## src/rtl/multiword_add_seq_pkg.sv

```systemverilog
// Shared constants and FSM encoding for the
// chunk-serial multiword adder.
package multiword_add_seq_pkg;

  localparam int CHUNK_W = 16;

  typedef enum logic [1:0] {
    IDLE = 2'd0,
    RUN  = 2'd1,
    DONE = 2'd2
  } state_e;

endpackage

```

## src/rtl/multiword_add_seq_rca.sv

```systemverilog
// 16-bit ripple-carry adder; the only adder
// in the multiword datapath.
module rca
  import multiword_add_seq_pkg::*;
(
  input  logic               cin,
  input  logic [CHUNK_W-1:0] a,
  input  logic [CHUNK_W-1:0] b,
  output logic [CHUNK_W-1:0] sum,
  output logic               cout
);

  logic [CHUNK_W:0] c;

  assign c[0] = cin;

  for (genvar i = 0; i < CHUNK_W; i++) begin : g_bit
    assign sum[i]   = a[i] ^ b[i] ^ c[i];
    assign c[i+1]   = (a[i] & b[i])
                    | (c[i] & (a[i] ^ b[i]));
  end

  assign cout = c[CHUNK_W];

endmodule

```

## src/rtl/multiword_add_seq.sv

```systemverilog
// Adds two W-bit operands one 16-bit chunk per
// cycle through a single shared ripple adder.
module multiword_add_seq
  import multiword_add_seq_pkg::*;
#(
  parameter  int NUM_CHUNKS = 4,
  localparam int W          = CHUNK_W * NUM_CHUNKS
) (
  input  logic         clk,
  input  logic         rst,
  input  logic         in_valid,
  output logic         in_ready,
  input  logic [W-1:0] a,
  input  logic [W-1:0] b,
  input  logic         cin,
  output logic         out_valid,
  input  logic         out_ready,
  output logic [W-1:0] sum,
  output logic         cout
);

  localparam int IDX_W =
    (NUM_CHUNKS > 1) ? $clog2(NUM_CHUNKS) : 1;
  localparam logic [IDX_W-1:0] LAST_IDX =
    IDX_W'(NUM_CHUNKS - 1);

  state_e           state_q;
  state_e           state_d;
  logic [W-1:0]     a_q;
  logic [W-1:0]     b_q;
  logic [W-1:0]     sum_q;
  logic             carry_q;
  logic [IDX_W-1:0] idx_q;

  logic [CHUNK_W-1:0] rca_a;
  logic [CHUNK_W-1:0] rca_b;
  logic [CHUNK_W-1:0] rca_sum;
  logic               rca_cout;
  logic               accept;

  assign accept = in_valid && in_ready;

  always_ff @(posedge clk) begin
    if (rst) state_q <= IDLE;
    else     state_q <= state_d;
  end

  always_comb begin
    state_d = state_q;
    unique case (state_q)
      IDLE: if (accept)            state_d = RUN;
      RUN:  if (idx_q == LAST_IDX) state_d = DONE;
      DONE: if (out_ready)         state_d = IDLE;
      default:                     state_d = IDLE;
    endcase
  end

  always_comb begin
    in_ready  = (state_q == IDLE);
    out_valid = (state_q == DONE);
  end

  assign rca_a = a_q[int'(idx_q)*CHUNK_W +: CHUNK_W];
  assign rca_b = b_q[int'(idx_q)*CHUNK_W +: CHUNK_W];

  rca u_rca (
    .cin  (carry_q),
    .a    (rca_a),
    .b    (rca_b),
    .sum  (rca_sum),
    .cout (rca_cout)
  );

  // Operands are only sampled on accept, so
  // input wiggles outside IDLE never reach the sum.
  always_ff @(posedge clk) begin
    if (rst) begin
      a_q     <= '0;
      b_q     <= '0;
      sum_q   <= '0;
      carry_q <= 1'b0;
      idx_q   <= '0;
    end else begin
      unique case (state_q)
        IDLE: begin
          if (accept) begin
            a_q     <= a;
            b_q     <= b;
            carry_q <= cin;
            idx_q   <= '0;
          end
        end
        RUN: begin
          sum_q[int'(idx_q)*CHUNK_W +: CHUNK_W]
                  <= rca_sum;
          carry_q <= rca_cout;
          idx_q   <= idx_q + IDX_W'(1);
        end
        default: ;
      endcase
    end
  end

  assign sum  = sum_q;
  assign cout = carry_q;

endmodule

```

## config.mk

```make
export PLATFORM = sky130hd
export DESIGN_NAME = multiword_add_seq
export DESIGN_NICKNAME = d
export VERILOG_FILES = /design/src/rtl/multiword_add_seq_pkg.sv /design/src/rtl/multiword_add_seq_rca.sv /design/src/rtl/multiword_add_seq.sv
export SDC_FILE = /design/constraint.sdc
export NUM_CORES = 1
export LEC_CHECK = 0
export ABC_CLOCK_PERIOD_IN_PS = 8900
export CAP_MARGIN = 5
export CORE_MARGIN = 2
export CORE_UTILIZATION = 45
export DETAILED_ROUTE_END_ITERATION = 16
export PLACE_DENSITY = 0.74
export SLEW_MARGIN = 25
export SYNTH_ARGS = -nofsm -noshare
export SYNTH_HDL_FRONTEND = slang
export SYNTH_SLANG_ARGS = --single-unit
```

## constraint.sdc

```tcl
create_clock -name clk -period 8.9 [get_ports clk]
set_clock_uncertainty 0.2 [all_clocks]
set_input_delay 1.78 -clock clk [delete_from_list [all_inputs] [get_ports clk]]
set_output_delay 1.78 -clock clk [all_outputs]
set_load 0.02 [all_outputs]
```

# After elaboration in Yosys (flattened, before gate mapping)

Cells that the tools add are included.

Word-level logic and storage cells: 113
Output and inout bits: 67
Register bits after elaboration: 197
Bits of input ports: 133

Bitwise gates (word level): 80
Eq/ne operators: 6
Add/subtract/negate cells: 2
Multiplexer cells: 9
Shifts and indexed selects: 4
Reduce and logical (&&, ||, !) cells: 6

Operators with widths:

| operator                                                                 | count |
|---|---|
| 64-bit by 7-bit indexed part select with 16-bit output                   | 2 |
| 64-bit bitwise mux                                                       | 1 |
| 16-bit by 33-bit variable shift with 64-bit output, first input constant | 1 |
| 16-bit by 33-bit indexed part select with 64-bit output                  | 1 |
| 6-bit negator with 33-bit output                                         | 1 |
| 1-bit AND                                                                | 32 |
| 1-bit bitwise XOR                                                        | 32 |
| 1-bit bitwise OR                                                         | 16 |
| 2-bit two-way mux                                                        | 4 |
| 2-bit one-hot mux with 3 select lines                                    | 1 |
| 2-bit == test, second input constant                                     | 2 |
| 2-bit by 1-bit inequality test with 1-bit output, second input constant  | 2 |
| 2-bit one-hot mux with 2 select lines                                    | 1 |
| 2-bit AND reduction                                                      | 2 |
| 3-bit AND reduction                                                      | 1 |
| 2-bit by 1-bit adder with 2-bit output, second input constant            | 1 |
| 2-bit by 1-bit == test with 1-bit output, second input constant          | 1 |
| 2-bit logical NOT                                                        | 1 |
| 2-bit inequality test, second input constant                             | 1 |
| 1-bit one-hot mux with 2 select lines                                    | 1 |
| 2-bit nonzero test                                                       | 1 |
| 1-bit logical AND                                                        | 1 |
| 1-bit two-way mux                                                        | 1 |

# Logic depth before layout (Yosys ltp)

Word-level depth: 35
Gate-level depth with buffers: 26
Gate-level depth less buffers: 23

# Cells and area by module

Synthesis repeated with hierarchy kept, for this count alone.

Cell total of the unflattened synthesis: 861
Area total of the unflattened synthesis: 8125.3 um^2

By module, submodules not included:

| module            | seq. area each (um^2) | cells each | area an instance (um^2) | times used |
|---|---|---|---|---|
| multiword_add_seq | 3943.8                | 835        | 7767.4                  | 1 |
| rca               | 0.0                   | 26         | 357.8                   | 1 |

# Worst setup path before layout

OpenSTA, ideal clock, no wires.

Path type: reg2reg
From: reg idx_q[1]
To: reg sum_q[15], in the netlist sum[15]
Setup time: 0.117 ns
Path slack: 2.374 ns
Stages on the path, launching flop included: 26
Period minus slack after synthesis: 6.526 ns
Arrival time: 6.210 ns
Cells stage by stage: dfxtp_1 buf_4 buf_2 buf_4 mux4_2 inv_1 fa_1 fa_1 fa_1 fa_1 fa_1 fa_1 fa_1 inv_1 fa_1 fa_1 fa_1 fa_1 inv_1 fa_1 inv_1 fa_1 fa_1 fa_1 fa_1 a22o_1

Word-level cells in the longest chain between the ends: 35
Elaborated cells between the ends (all ways): 83

Ends and longest elaborated chain:

| element                                                                   | RTL line                                                 | text |
|---|---|---|
| from (decl)                                                               | multiword_add_seq.sv:33                                  | `logic [IDX_W-1:0] idx_q;` |
| from (signal assigned)                                                    | multiword_add_seq.sv:97                                  | `idx_q <= idx_q + IDX_W'(1);` |
| 64-bit by 7-bit indexed part select with 16-bit output (on tied branches) | multiword_add_seq.sv:63, multiword_add_seq.sv:64         |  |
| 1-bit bitwise XOR                                                         | multiword_add_seq_rca.sv:18, multiword_add_seq_rca.sv:20 |  |
| 1-bit AND                                                                 | multiword_add_seq_rca.sv:20                              | `\| (c[i] & (a[i] ^ b[i]));` |
| 1-bit bitwise OR                                                          | multiword_add_seq_rca.sv:20                              |  |
| 1-bit AND                                                                 | multiword_add_seq_rca.sv:20                              |  |
| 1-bit bitwise OR                                                          | multiword_add_seq_rca.sv:20                              |  |
| 1-bit AND                                                                 | multiword_add_seq_rca.sv:20                              |  |
| 1-bit bitwise OR                                                          | multiword_add_seq_rca.sv:20                              |  |
| [... 19 more ...]                                                         | --                                                       |  |
| 1-bit bitwise OR                                                          | multiword_add_seq_rca.sv:20                              |  |
| 1-bit AND                                                                 | multiword_add_seq_rca.sv:20                              |  |
| 1-bit bitwise OR                                                          | multiword_add_seq_rca.sv:20                              |  |
| 1-bit AND                                                                 | multiword_add_seq_rca.sv:20                              |  |
| 1-bit bitwise OR                                                          | multiword_add_seq_rca.sv:20                              |  |
| 1-bit bitwise XOR                                                         | multiword_add_seq_rca.sv:18                              | `assign sum[i] = a[i] ^ b[i] ^ c[i];` |
| 16-bit by 33-bit indexed part select with 64-bit output                   | multiword_add_seq.sv:94                                  | `sum_q[int'(idx_q)*CHUNK_W +: CHUNK_W]` |
| 64-bit bitwise mux *                                                      | multiword_add_seq.sv:94                                  |  |
| to (signal assigned)                                                      | multiword_add_seq.sv:80                                  | `sum_q <= '0;` |
| to (decl)                                                                 | multiword_add_seq.sv:31                                  | `logic [W-1:0] sum_q;` |

Every way passes the cells marked *; elsewhere a longest branch is shown, timed or not.
A chain may end at the register's enable or synchronous reset.

# Worst setup path in the final report

From: reg idx_q[0]
To: reg sum_q[15], in the netlist sum[15]

Same word-level chain as after synthesis.

==> out/qor.txt <==
Most frequent CP cell = fa_1
Status = finished clean
Main combinational cell family by area after synthesis = simple AND/OR/NAND/NOR gates
Drt first pass iters = 5
Slew @ Worst Pin = 0.9970 ns
Largest net degree at the start of global routing = 104
CP Cell Sequence = buf_4, mux4_2, inv_1, fa_1, fa_1, fa_1, fa_1, fa_1, inv_1, fa_1, fa_1, fa_1, fa_1, inv_1, fa_1, inv_1, fa_1, fa_1, fa_1, fa_1, a22o_1
Hold WS = 0.2532 ns
Synth Area in Adders = 4.749%
Class of the worst hold path = reg2reg
Worst vdd ir = 147.2 uV
Max-slew violation count = 0
CP endpoint kind = flip-flop
TNS Setup = 0 ns
Global-route wire length before repair = 33080 um
Syn_nets = 999
CP max stage delay = 0.71 ns
Synthesized flop and latch total = 197
Final Util = 61.06%
Commonest non-fill, non-tap cell in the layout = nand2_1
CP bufs+invs = 5
DRT iter0 DRCs = 561
Crit Path Class = reg2reg
Post-CTS setup repair buffer count = 0
Vias in the first global route = 6205
Total Routing Usage GR = 23.15%
WL final = 21860 um
Die Area = 19000 um2
Routability congestion estimate = 0.8203
CP Data Arrival Time = 7.00 ns
Compound-cell area share of the yosys netlist = 15.77%
Clock Pin Slew Worst Setup and Hold Paths = 0.07 ns
Core area = 17420 um2
Synth Area in XOR/XNOR = 0%
Most frequent cells in the layout = nand2_1, clkdlybuf4s50_1, dfxtp_1
Worst-Skew Late Latency = 0.44 ns
Clock Tree Buf Depth = 2
Largest delay share family, worst path = adder cells
Final hold vios = 0
Final setup viols = 0
Multiplexer share of the synthesized area = 9.063%
Post-Synthesis Cells = 845
Antenna violations before repair = 0
Via count = 6614
Post-Synth Simple-Gate Area = 16.01%
Detail Placement HPWL = 16050 um
Initial core utilization = 46.29%
# IOs = 200
Netlist cell types = 37
Leakage = 3.780 nW
ANT nets after route = 0
CTS buffer count = 17
PwrDens = 183.6 nW/um2
Crit start category = flip-flop
Critical path peak fanout = 22
DRC viols = 0
I/O Buffers = 199
Sequential share of the synthesized area = 48.91%
Fraction of layout cells with a size suffix above 1 = 8.841%
Hold Buf Count CTS = 0
H-tree depth = 4
Synth Cell Area = 8063 um2
Clk root buf = clkbuf_16
Std cell rows = 48
Gates resized, CTS repair = 0
Nets@finish = 1159
Tmin final = 6.864 ns
Routed vias/inst = 5.321
Final worst path period share = 77.13%
WL/cell = 17.58 um
# Max-Cap Violations = 0
Antenna Diode Count = 0
CTS tree = built
Req. time, crit path = 9.03 ns
CTS Sinks = 197
GRT overflow = 0
Average cell area after synthesis = 9.542 um2
Unrepaired setup endpoints after global routing = no
Worst path slowest cell = dfxtp_2
Synth-to-Final Area Change = 31.91%
Die span in y = 137.9 um
Fmax = 0.1457 GHz
Die width = 137.9 um
Max-slew headroom = 33.54%
Synth Warn # = 0
==> state kept, by name, summed over array words and instances (netlist names) <==
register	cells
a_q	64
b_q	64
cout	1
idx_q	2
state_q	2
sum	64
==> where the power goes <==
part	internal [W]	switching [W]	total (W)
clock network	0.000421	0.000336	0.000757
registers	0.000920	0.0000268	0.000946
logic	0.000120	0.000128	0.000249
total	0.00146	0.000491	0.00195
==> worst reg2reg max path, stage by stage, from the launching register on <==
cell and delay (ns):
dfxtp_2 0.71, buf_4 0.43, mux4_2 0.54, inv_1 0.10, fa_1 0.20, fa_1 0.19
fa_1 0.19, fa_1 0.22, fa_1 0.18, inv_1 0.05, fa_1 0.38, fa_1 0.41
fa_1 0.41, fa_1 0.37, inv_1 0.08, fa_1 0.16, inv_1 0.05, fa_1 0.38
fa_1 0.39, fa_1 0.39, fa_1 0.51, a22o_1 0.23
==> metal layers <==
layer  vias up  track usage (%)  wire length (um)
met3        38            5.117              1476
met5         -                0                 0
met4         0            9.467               589
met2       213            37.02             10450
met1      3166            30.55              9337
li1       3197                -                 -
==> synth_stat cells (all sizes together) <==
library cell | number | area share, %
dfxtp | 197 | 49
nor2 | 5 | 0.23
nor3 | 2 | 0.19
o31ai | 8 | 0.74
a21oi | 133 | 8.4
nand2b | 1 | 0.078
nor2b | 3 | 0.33
o21ai | 8 | 0.50
o2bb2ai | 24 | 3.2
a2111oi | 1 | 0.11
a22oi | 1 | 0.093
and4 | 1 | 0.11
nor4bb | 2 | 0.25
nand2 | 265 | 12
or3b | 2 | 0.22
or3 | 1 | 0.078
nor3b | 2 | 0.25
fa | 16 | 4.0
a22o | 24 | 2.6
o21bai | 1 | 0.093
and2 | 1 | 0.078
nand3 | 1 | 0.12
nand3b | 18 | 1.7
ha | 5 | 0.78
clkbuf | 20 | 0.93
inv | 23 | 1.1
mux2i | 1 | 0.12
nand4 | 1 | 0.078
buf | 46 | 3.5
mux4 | 32 | 8.9
==> cell type report <==
| type | instances | area (um2) |
|---|---|---|
| Fill cell | 1501 | 6782 |
| Sequential cell | 197 | 3946 |
| Multi-Input combinational cell | 559 | 3684 |
| Timing Repair Buffer | 207 | 2061 |
| Clock buffer | 20 | 446.7 |
| Tap cell | 225 | 281.5 |
| Clock inverter | 12 | 130.1 |
| Inverter | 23 | 86.33 |
==> cell families after synthesis <==
kind of cell | after synthesis
AOI/OAI and AO/OA | 200
adders and majority gates | 21
buffers and inverters | 89
DFF | 197
muxes | 33
and+or+nand+nor | 305
==> through the flow <==
step / cell area (um2) / power, W / instances / setup slack, ns
6_report: 10640 / 0.001952 / 1243 / 2.036
5_1_grt: 10640 / 0.002024 / 1243 / 1.679
4_1_cts: 10630 / 0.001960 / 1243 / 2.018
3_5_place_dp: 10050 / 0.001215 / 1211 / 2.018
3_3_place_gp: 10040 / 0.001211 / 1210 / 2.179
2_1_floorplan: 8063 / 0.001101 / 845 / 2.374
==> path summary, 6_finish.rpt <==
path         slack, ns  cells after the start                    to                   from
max               2.04                     21  sum[15]$_SDFFE_PP0P_  idx_q[0]$_SDFFE_PP0P_
min               0.25                      2  b_q[25]$_SDFFE_PP0P_   b_q[25]$_SDFFE_PP0P_
max reg2reg       2.04                     21  sum[15]$_SDFFE_PP0P_  idx_q[0]$_SDFFE_PP0P_
min reg2reg       0.25                      2  b_q[25]$_SDFFE_PP0P_   b_q[25]$_SDFFE_PP0P_
Note: power is estimated with default switching activity, not from simulation.
